[config.mk]
export PLATFORM = sky130hd
export DESIGN_NAME = multiplicador_2_bit
export DESIGN_NICKNAME = d
export VERILOG_FILES = /design/src/rtl/multiplicador_2_bit.sv
export SDC_FILE = /design/constraint.sdc
export NUM_CORES = 1
export LEC_CHECK = 0
export ABC_AREA = 1
export BUFFER_PORTS_ARGS = -buffer_cell sky130_fd_sc_hd__buf_4
export CAP_MARGIN = 20
export CORE_AREA = 2 2 39 41
export CTS_BUF_LIST = sky130_fd_sc_hd__clkbuf_2 sky130_fd_sc_hd__clkbuf_4 sky130_fd_sc_hd__clkbuf_8
export CTS_CLUSTER_DIAMETER = 50
export DETAILED_ROUTE_END_ITERATION = 10
export DIE_AREA = 0 0 41 43
export MAX_ROUTING_LAYER = met4
export PLACE_DENSITY_LB_ADDON = 0.2
export REMOVE_ABC_BUFFERS = 1
export SLEW_MARGIN = 5
export SYNTH_ARGS = -nofsm -noshare
export SYNTH_HDL_FRONTEND = slang
export SYNTH_SLANG_ARGS = --single-unit
[constraint.sdc]
create_clock -name CLK -period 0.8 [get_ports CLK]
set_input_delay 0.12 -clock CLK [delete_from_list [all_inputs] [get_ports CLK]]
set_output_delay 0.12 -clock CLK [all_outputs]
set_load 0.005 [all_outputs]
[src/rtl/multiplicador_2_bit.sv]
// Unsigned 3x3 multiplier: partial products summed by a ripple half/full-adder array,
// product captured in a 6-bit output register every clock.
module multiplicador_2_bit (
    input  logic       CLK,
    input  logic       RST_N,
    input  logic [2:0] PORT_A,
    input  logic [2:0] PORT_B,
    output logic [5:0] PORT_OUT
);

    localparam int unsigned OP_W   = 3;
    localparam int unsigned ROW_W  = OP_W + 1;
    localparam int unsigned PROD_W = 2 * OP_W;

    // {carry, sum}
    function automatic logic [1:0] half_add(input logic x, input logic y);
        return {x & y, x ^ y};
    endfunction

    function automatic logic [1:0] full_add(input logic x, input logic y, input logic ci);
        return {(x & y) | (ci & (x ^ y)), x ^ y ^ ci};
    endfunction

    logic [OP_W-1:0]   pp [OP_W];
    logic [1:0]        r1_b0, r1_b1, r1_b2;
    logic [1:0]        r2_b0, r2_b1, r2_b2;
    logic [ROW_W-1:0]  row1;
    logic [PROD_W-1:0] prod_d;
    logic [PROD_W-1:0] prod_q;

    // Row 1 adds pp[1] to pp[0]>>1; row 2 adds pp[2] to row1>>1; carry ripples to bit 5.
    always_comb begin
        for (int i = 0; i < int'(OP_W); i++) begin
            pp[i] = PORT_A & {OP_W{PORT_B[i]}};
        end

        r1_b0 = half_add(pp[0][1], pp[1][0]);
        r1_b1 = full_add(pp[0][2], pp[1][1], r1_b0[1]);
        r1_b2 = half_add(pp[1][2], r1_b1[1]);
        row1  = {r1_b2[1], r1_b2[0], r1_b1[0], r1_b0[0]};

        r2_b0 = half_add(row1[1], pp[2][0]);
        r2_b1 = full_add(row1[2], pp[2][1], r2_b0[1]);
        r2_b2 = full_add(row1[3], pp[2][2], r2_b1[1]);

        prod_d = {r2_b2[1], r2_b2[0], r2_b1[0], r2_b0[0], row1[0], pp[0][0]};
    end

    always_ff @(posedge CLK or negedge RST_N) begin
        if (!RST_N) begin
            prod_q <= PROD_W'(0);
        end else begin
            prod_q <= prod_d;
        end
    end

    assign PORT_OUT = prod_q;

endmodule

==> impl_metrics.sql, run 1 <==
INSERT INTO impl_metrics (metric_group, metric, value, unit) VALUES
('yosys', 'yosysSeqAreaShare', '47.1', '%'),
('power', 'totalPowerFinal', '0.846', 'mW'),
('layout', 'flow.area_growth_from_synthesis', '84.3', '%'),
('drt', 'detail_route.first_pass.iterations', '2', ''),
('layout', 'nFillCells', '143', ''),
('yosys', 'ys.warnings.count', '0', ''),
('floorplan', 'placeableCoreArea', '1380', 'sq um'),
('yosys', 'synthesized_area_divided_by_synthesized_cell_count', '10.3', 'sq um'),
('floorplan', 'fp-row-count', '14', ''),
('timing', 'finalWorstSetupSlack', '-1020', 'ps'),
('outcome', 'outcome', 'finished with violations', ''),
('global_routing', 'antenna_found_initial', '0', ''),
('layout', 'seq_area', '150', 'sq um'),
('cts', 'cts.root.buffer_cell', 'sky130_fd_sc_hd__clkbuf_4', ''),
('layout', 'post_route_cells_drive_above_1_share', '62.3', '%'),
('placed_design', 'place_hpwl', '486', 'um'),
('global_routing', 'vias_in_the_first_global_route', '265', ''),
('min_path', 'timing.hold.worst.start', 'PORT_B[0]', ''),
('timing', 'setup_viol', '10', ''),
('cts', 'htree_num_levels', '1', ''),
('timing', 'maxClockFrequency', '550', 'MHz'),
('critical_path', 'critical_path.endpoint_type', 'flop', ''),
('yosys', 'synth_top_cell_area_share', '47.1', '%'),
('min_path', 'holdPathEnd', 'PORT_OUT[0]', ''),
('cts', 'cts_inserted_buffers', '3', ''),
('cts', 'postCtsSetupRepairBufs', '0', ''),
('yosys', 'postSynthRegisterBits', '6', ''),
('yosys', 'synth_area_leader_cell', 'sky130_fd_sc_hd__dfrtp_1', ''),
('cts', 'clkSlewWorstSetupHoldPaths', '40', 'ps'),
('global_routing', 'grt_use_total', '8.90', '%'),
('drt', 'route.detailed.wl_per_inst', '8.17', 'um'),
('floorplan', 'ioPinCount', '14', ''),
('drt', 'num_vias', '255', ''),
('floorplan', 'vertical_die_dimension', '43', 'um'),
('yosys', 'synthTopCellsByArea', 'sky130_fd_sc_hd__dfrtp_1 47%, sky130_fd_sc_hd__fa_1 19%, sky130_fd_sc_hd__ha_1 12%, sky130_fd_sc_hd__inv_1 12%, sky130_fd_sc_hd__nand2_1 11%', ''),
('floorplan', 'die-area', '1760', 'sq um'),
('critical_path', 'start_kind', 'primary input', ''),
('job', 'cap_violations', '0', ''),
('floorplan', 'floorplan.initialDensity', '23.1', '%'),
('layout', 'largest_register_ff_count', '6', ''),
('placed_design', 'placement.io_buffers', '13', ''),
('timing', 'finalHoldViolations', '0', ''),
('global_routing', 'grt_first_pass_wirelength', '972', 'um'),
('cts', 'cts.sinks', '6', ''),
('cts', 'tritoncts_clock_tree', 'done', ''),
('drt', 'vias_per_cell', '3.70', ''),
('layout', 'multi_input_area', '179', 'sq um'),
('power', 'leakagePower', '0.322', 'nW'),
('global_routing', 'grt_start_max_net_pins', '7', ''),
('yosys', 'mappedNetlistArea', '319', 'sq um'),
('timing', 'fin_crit_sh', '227', '%'),
('timing', 'timing.final.max_slew_violations', '0', ''),
('floorplan', 'fp.dieW', '41', 'um'),
('outcome', 'failed_checks', 'negative setup slack', ''),
('placed_design', 'routabilityCongestion', '0.613', ''),
('placed_design', 'dpl_worst_slack', '-1380', 'ps'),
('yosys', 'synthCells', '31', ''),
('cts', 'max-clock-path-buffers', '2', ''),
('yosys', 'yosysUniqueCellTypes', '5', ''),
('drt', 'drt.antenna.violating_nets', '0', ''),
('power', 'p_per_area', '1440', 'nW/um^2'),
('power', 'peakVddDrop', '0.325', 'mV'),
('min_path', 'min-delay-path-class', 'in2reg', ''),
('layout', 'finish.net_count', '69', ''),
('global_routing', 'globalRouteOverflowTotal', '0', ''),
('drt', 'finalWirelength', '564', 'um'),
('layout', 'diodes', '0', ''),
('min_path', 'worst_hold_path.num_cells', '4', ''),
('critical_path', 'critical_path_arrival', '2000', 'ps'),
('timing', 'slew_headroom', '93.5', '%'),
('timing', 'grt_setup_unrepaired', 'true', ''),
('timing', 'fin_crit', '1820', 'ps'),
('layout', 'mostFrequentLayoutCells', '9 x sky130_fd_sc_hd__buf_4, 9 x sky130_fd_sc_hd__buf_6, 7 x sky130_fd_sc_hd__nand2_1', ''),
('critical_path', 'crit_path_max_fanout', '2', ''),
('critical_path', 'timing.setup.critical_path_class', 'in2reg', ''),
('critical_path', 'required', '980', 'ps'),
('drt', 'detail_route.drc_violations', '0', ''),
('drt', 'dr.first_iter.drc_count', '3', ''),
('layout', 'finalCoreUtilization', '42.5', '%'),
('timing', 'timing_worst_slew_pin_value', '97.6', 'ps');
## worst max path at each step
stage | depth (start not counted) | startpoint | endpoint
final | 10 | PORT_A[0] | PORT_OUT[4]
after global routing | 10 | PORT_B[0] | PORT_OUT[4]
after CTS | 10 | PORT_A[1] | PORT_OUT[4]
after detailed placement | 10 | PORT_A[1] | PORT_OUT[4]
after global placement | 10 | PORT_A[1] | PORT_OUT[4]
after floorplan | 9 | PORT_A[1] | PORT_OUT[4]
## worst max-delay path, stage by stage
cell and delay, ps:
sky130_fd_sc_hd__buf_4 90, sky130_fd_sc_hd__nand2_2 40, sky130_fd_sc_hd__inv_2 60, sky130_fd_sc_hd__ha_4 120
sky130_fd_sc_hd__inv_2 30, sky130_fd_sc_hd__fa_1 490, sky130_fd_sc_hd__inv_2 50, sky130_fd_sc_hd__ha_4 150
sky130_fd_sc_hd__fa_2 330, sky130_fd_sc_hd__fa_2 520
## cells by family (layout without fill, tap and decap cells)
logic type                 after synthesis  in the layout  share of synthesized area, %
adders and majority gates                6              6                          30.6
buffers and inverters                   10             32                          11.8
DFF                                      6              6                          47.1
and+or+nand+nor                          9              9                          10.6
## stage by stage
step	setup TNS (ps)	cells	cell area [sq um]	hold WS (ps)
6_report	-3070	69	588	164
5_1_grt	-3420	69	588	178
4_1_cts	-3210	69	584	157
3_5_place_dp	-4340	65	474	-70.6
3_3_place_gp	-4220	65	474	-72.2
2_1_floorplan	-3550	31	319	-176
## cells in the mapped netlist
cell type / count
sky130_fd_sc_hd__fa_1: 3
sky130_fd_sc_hd__nand2_1: 9
sky130_fd_sc_hd__ha_1: 3
sky130_fd_sc_hd__dfrtp_1: 6
sky130_fd_sc_hd__inv_1: 10
## final cells by class
cell class | instances | area share (%)
well taps | 16 | 3.40
multi-input cells | 15 | 30.4
repair buffers | 19 | 30.4
inverters | 10 | 6.38
flip-flops and latches | 6 | 25.5
clock buffers | 3 | 3.83
## routing by layer
metal	up-vias	part of all wire, %	track usage [%]
met4	0	1.1	10.0
met1	109	39	9.84
met2	14	48	11.9
met3	2	12	1.57
met5	-	0	-
li1	130	-	-
## timing repair
item	4_1_cts	5_1_grt
setup endpoints to repair	10	10
pin swaps	1	2
gates resized for setup	21	2
hold endpoints to repair	6	0
hold buffers	1	0
## report_power, final
| group | internal (mW) | leakage [nW] | switching (mW) |
|---|---|---|---|
| combinational | 0.144 | 0.232 | 0.0841 |
| sequential | 0.339 | 0.0756 | 0.0141 |
| clock | 0.169 | 0.0138 | 0.0953 |
| total | 0.652 | 0.322 | 0.194 |
No activity file was read; power rests on OpenSTA's default activity.
==> run 2: changes to the inputs <==
- CTS_BUF_LIST: sky130_fd_sc_hd__clkbuf_2 sky130_fd_sc_hd__clkbuf_4 sky130_fd_sc_hd__clkbuf_8 -> sky130_fd_sc_hd__clkbuf_8
==> run 2 against run 1 <==
  * The run still ends with negative setup slack left
  * Critical path depth did not move
  * Non-clock buffer count unchanged
  * Maximum frequency decreased by 1.1%
  * Wire length is 1.8% higher
  * Sequential cell count is the same
  * Clock power grew 67%
  * Sequential share of layout area down 0.79 points
  * Cell area up 3.2%
  * Hold slack better by 18 ps
  * Critical endpoint unchanged
  * Largest cell class unchanged
==> impl_metrics.sql, run 2 (synthesized netlist as in run 1, its figures left out) <==
INSERT INTO impl_metrics (metric_group, metric, value, unit) VALUES
('layout', 'mostFrequentLayoutCells', '9 x sky130_fd_sc_hd__buf_4, 9 x sky130_fd_sc_hd__buf_6, 7 x sky130_fd_sc_hd__nand2_1', ''),
('outcome', 'failed_checks', 'negative setup slack', ''),
('floorplan', 'vertical_die_dimension', '43', 'um'),
('cts', 'max-clock-path-buffers', '2', ''),
('cts', 'clkSlewWorstSetupHoldPaths', '30', 'ps'),
('floorplan', 'die-area', '1760', 'sq um'),
('floorplan', 'floorplan.initialDensity', '23.1', '%'),
('timing', 'fin_crit', '1840', 'ps'),
('placed_design', 'place_hpwl', '486', 'um'),
('critical_path', 'critical_path_arrival', '2000', 'ps'),
('critical_path', 'critical_path.endpoint_type', 'flop', ''),
('timing', 'setup_viol', '10', ''),
('layout', 'post_route_cells_drive_above_1_share', '62.3', '%'),
('global_routing', 'grt_first_pass_wirelength', '986', 'um'),
('floorplan', 'fp-row-count', '14', ''),
('global_routing', 'antenna_found_initial', '0', ''),
('drt', 'drt.antenna.violating_nets', '0', ''),
('layout', 'finish.net_count', '69', ''),
('critical_path', 'crit_path_max_incr_delay', '520', 'ps'),
('placed_design', 'placed_area', '474', 'sq um'),
('power', 'peakVddDrop', '0.450', 'mV'),
('layout', 'largest_register_ff_count', '6', ''),
('critical_path', 'cp_slowest_cell', 'sky130_fd_sc_hd__fa_2', ''),
('timing', 'maxClockFrequency', '544', 'MHz'),
('timing', 'slew_headroom', '93.5', '%'),
('timing', 'timing_worst_slew_pin_value', '97.6', 'ps'),
('cts', 'tritoncts_clock_tree', 'done', ''),
('power', 'p_per_area', '1690', 'nW/um^2'),
('critical_path', 'critical_path_buf_inv_count', '4', ''),
('power', 'totalPowerFinal', '1.02', 'mW'),
('critical_path', 'critical_path.cell_chain', 'buf_4 -> nand2_2 -> inv_2 -> ha_4 -> inv_2 -> fa_1 -> inv_2 -> ha_4 -> fa_2 -> fa_2', ''),
('timing', 'timing.final.max_slew_violations', '0', ''),
('critical_path', 'start_kind', 'primary input', ''),
('drt', 'detail_route.first_pass.iterations', '2', ''),
('power', 'leakagePower', '0.329', 'nW'),
('outcome', 'outcome', 'finished with violations', ''),
('critical_path', 'top_cell_by_count_worst_path', 'sky130_fd_sc_hd__inv_2', ''),
('floorplan', 'ioPinCount', '14', ''),
('cts', 'cts.root.buffer_cell', 'sky130_fd_sc_hd__clkbuf_8', ''),
('timing', 'grt_setup_unrepaired', 'true', ''),
('layout', 'flow.area_growth_from_synthesis', '90.2', '%'),
('floorplan', 'placeableCoreArea', '1380', 'sq um'),
('drt', 'num_vias', '259', ''),
('critical_path', 'timing.setup.critical_path_class', 'in2reg', ''),
('layout', 'finalCoreUtilization', '43.9', '%'),
('drt', 'vias_per_cell', '3.75', ''),
('timing', 'fin_crit_sh', '230', '%'),
('timing', 'holdWs', '182', 'ps'),
('drt', 'dr.first_iter.drc_count', '2', ''),
('placed_design', 'placement.io_buffers', '13', ''),
('cts', 'cts_inserted_buffers', '3', ''),
('critical_path', 'required', '960', 'ps'),
('job', 'cap_violations', '0', ''),
('critical_path', 'timing.critical_path.max_delay_family', 'adder cells', ''),
('drt', 'finalWirelength', '574', 'um'),
('layout', 'fin_cells', '69', ''),
('layout', 'diodes', '0', ''),
('floorplan', 'fp.dieW', '41', 'um'),
('global_routing', 'grt_start_max_net_pins', '7', ''),
('cts', 'htree_num_levels', '1', ''),
('drt', 'route.detailed.wl_per_inst', '8.32', 'um'),
('placed_design', 'routabilityCongestion', '0.613', ''),
('timing', 'finalWorstSetupSlack', '-1040', 'ps'),
('drt', 'detail_route.drc_violations', '0', ''),
('global_routing', 'vias_in_the_first_global_route', '265', ''),
('placed_design', 'numPlacedInstances', '65', ''),
('critical_path', 'crit_path_max_fanout', '2', ''),
('layout', 'finish.instance_area', '607', 'sq um'),
('min_path', 'min-delay-path-class', 'in2reg', ''),
('timing', 'finalHoldViolations', '0', ''),
('cts', 'postCtsSetupRepairBufs', '0', ''),
('global_routing', 'globalRouteOverflowTotal', '0', ''),
('global_routing', 'grt_use_total', '9.21', '%'),
('cts', 'cts.sinks', '6', '');
## run 2: changes by cell type in the layout (fill, tap and decap cells not counted)
cell,before,now
sky130_fd_sc_hd__clkbuf_4,3,0
sky130_fd_sc_hd__clkbuf_8,0,3
## run 2: through the flow
step	setup TNS [ps]	setup WS, ps
finish	-3020	-1040
floorplan	-3550	-1180
global placement	-4220	-1360
global route	-3360	-1090
CTS	-3150	-1070
detailed placement	-4340	-1380
## run 2: what timing repair did
item	CTS	global route
pin swaps	1	2
resized for setup	21	2
endpoints found under the setup margin	10	10
endpoints found under the hold margin	6	0
hold buffers	1	0
## run 2: final cells by class
type                       count  area [sq um]
sequential                     6           150
inverter                      10          37.5
multi-input combinational     15           179
fill                         140           777
tap                           16          20.0
clock buffer                   3          41.3
timing repair buffer          19           179
## run 2: routing by layer
| layer | share of wire [%] | global-route usage [%] | wire length (um) |
|---|---|---|---|
| met1 | 39 | 9.84 | 223 |
| met2 | 46 | 11.9 | 263 |
| met3 | 12 | 3.14 | 70 |
| met4 | 3.0 | 10.0 | 17 |
| met5 | 0 | - | 0 |
## run 2: worst paths after layout
kind	startpoint	end	slack [ps]	cells after the start
worst max-delay path	PORT_A[0]	PORT_OUT[4]	-1040	10
worst min-delay path	PORT_B[0]	PORT_OUT[0]	180	4
max in group asynchronous	RST_N	PORT_OUT[1]	440	2
min in group asynchronous	RST_N	PORT_OUT[3]	250	2
## run 2: power breakdown
part           total (mW)  switching, mW  internal (mW)
Combinational       0.229         0.0842          0.144
Sequential          0.354         0.0141          0.340
Clock               0.441          0.119          0.322
## run 2: tightest hold or removal path, cell delays in order
cell and delay, ps:
sky130_fd_sc_hd__buf_6 70, sky130_fd_sc_hd__buf_4 90, sky130_fd_sc_hd__nand2_1 40, sky130_fd_sc_hd__inv_1 40
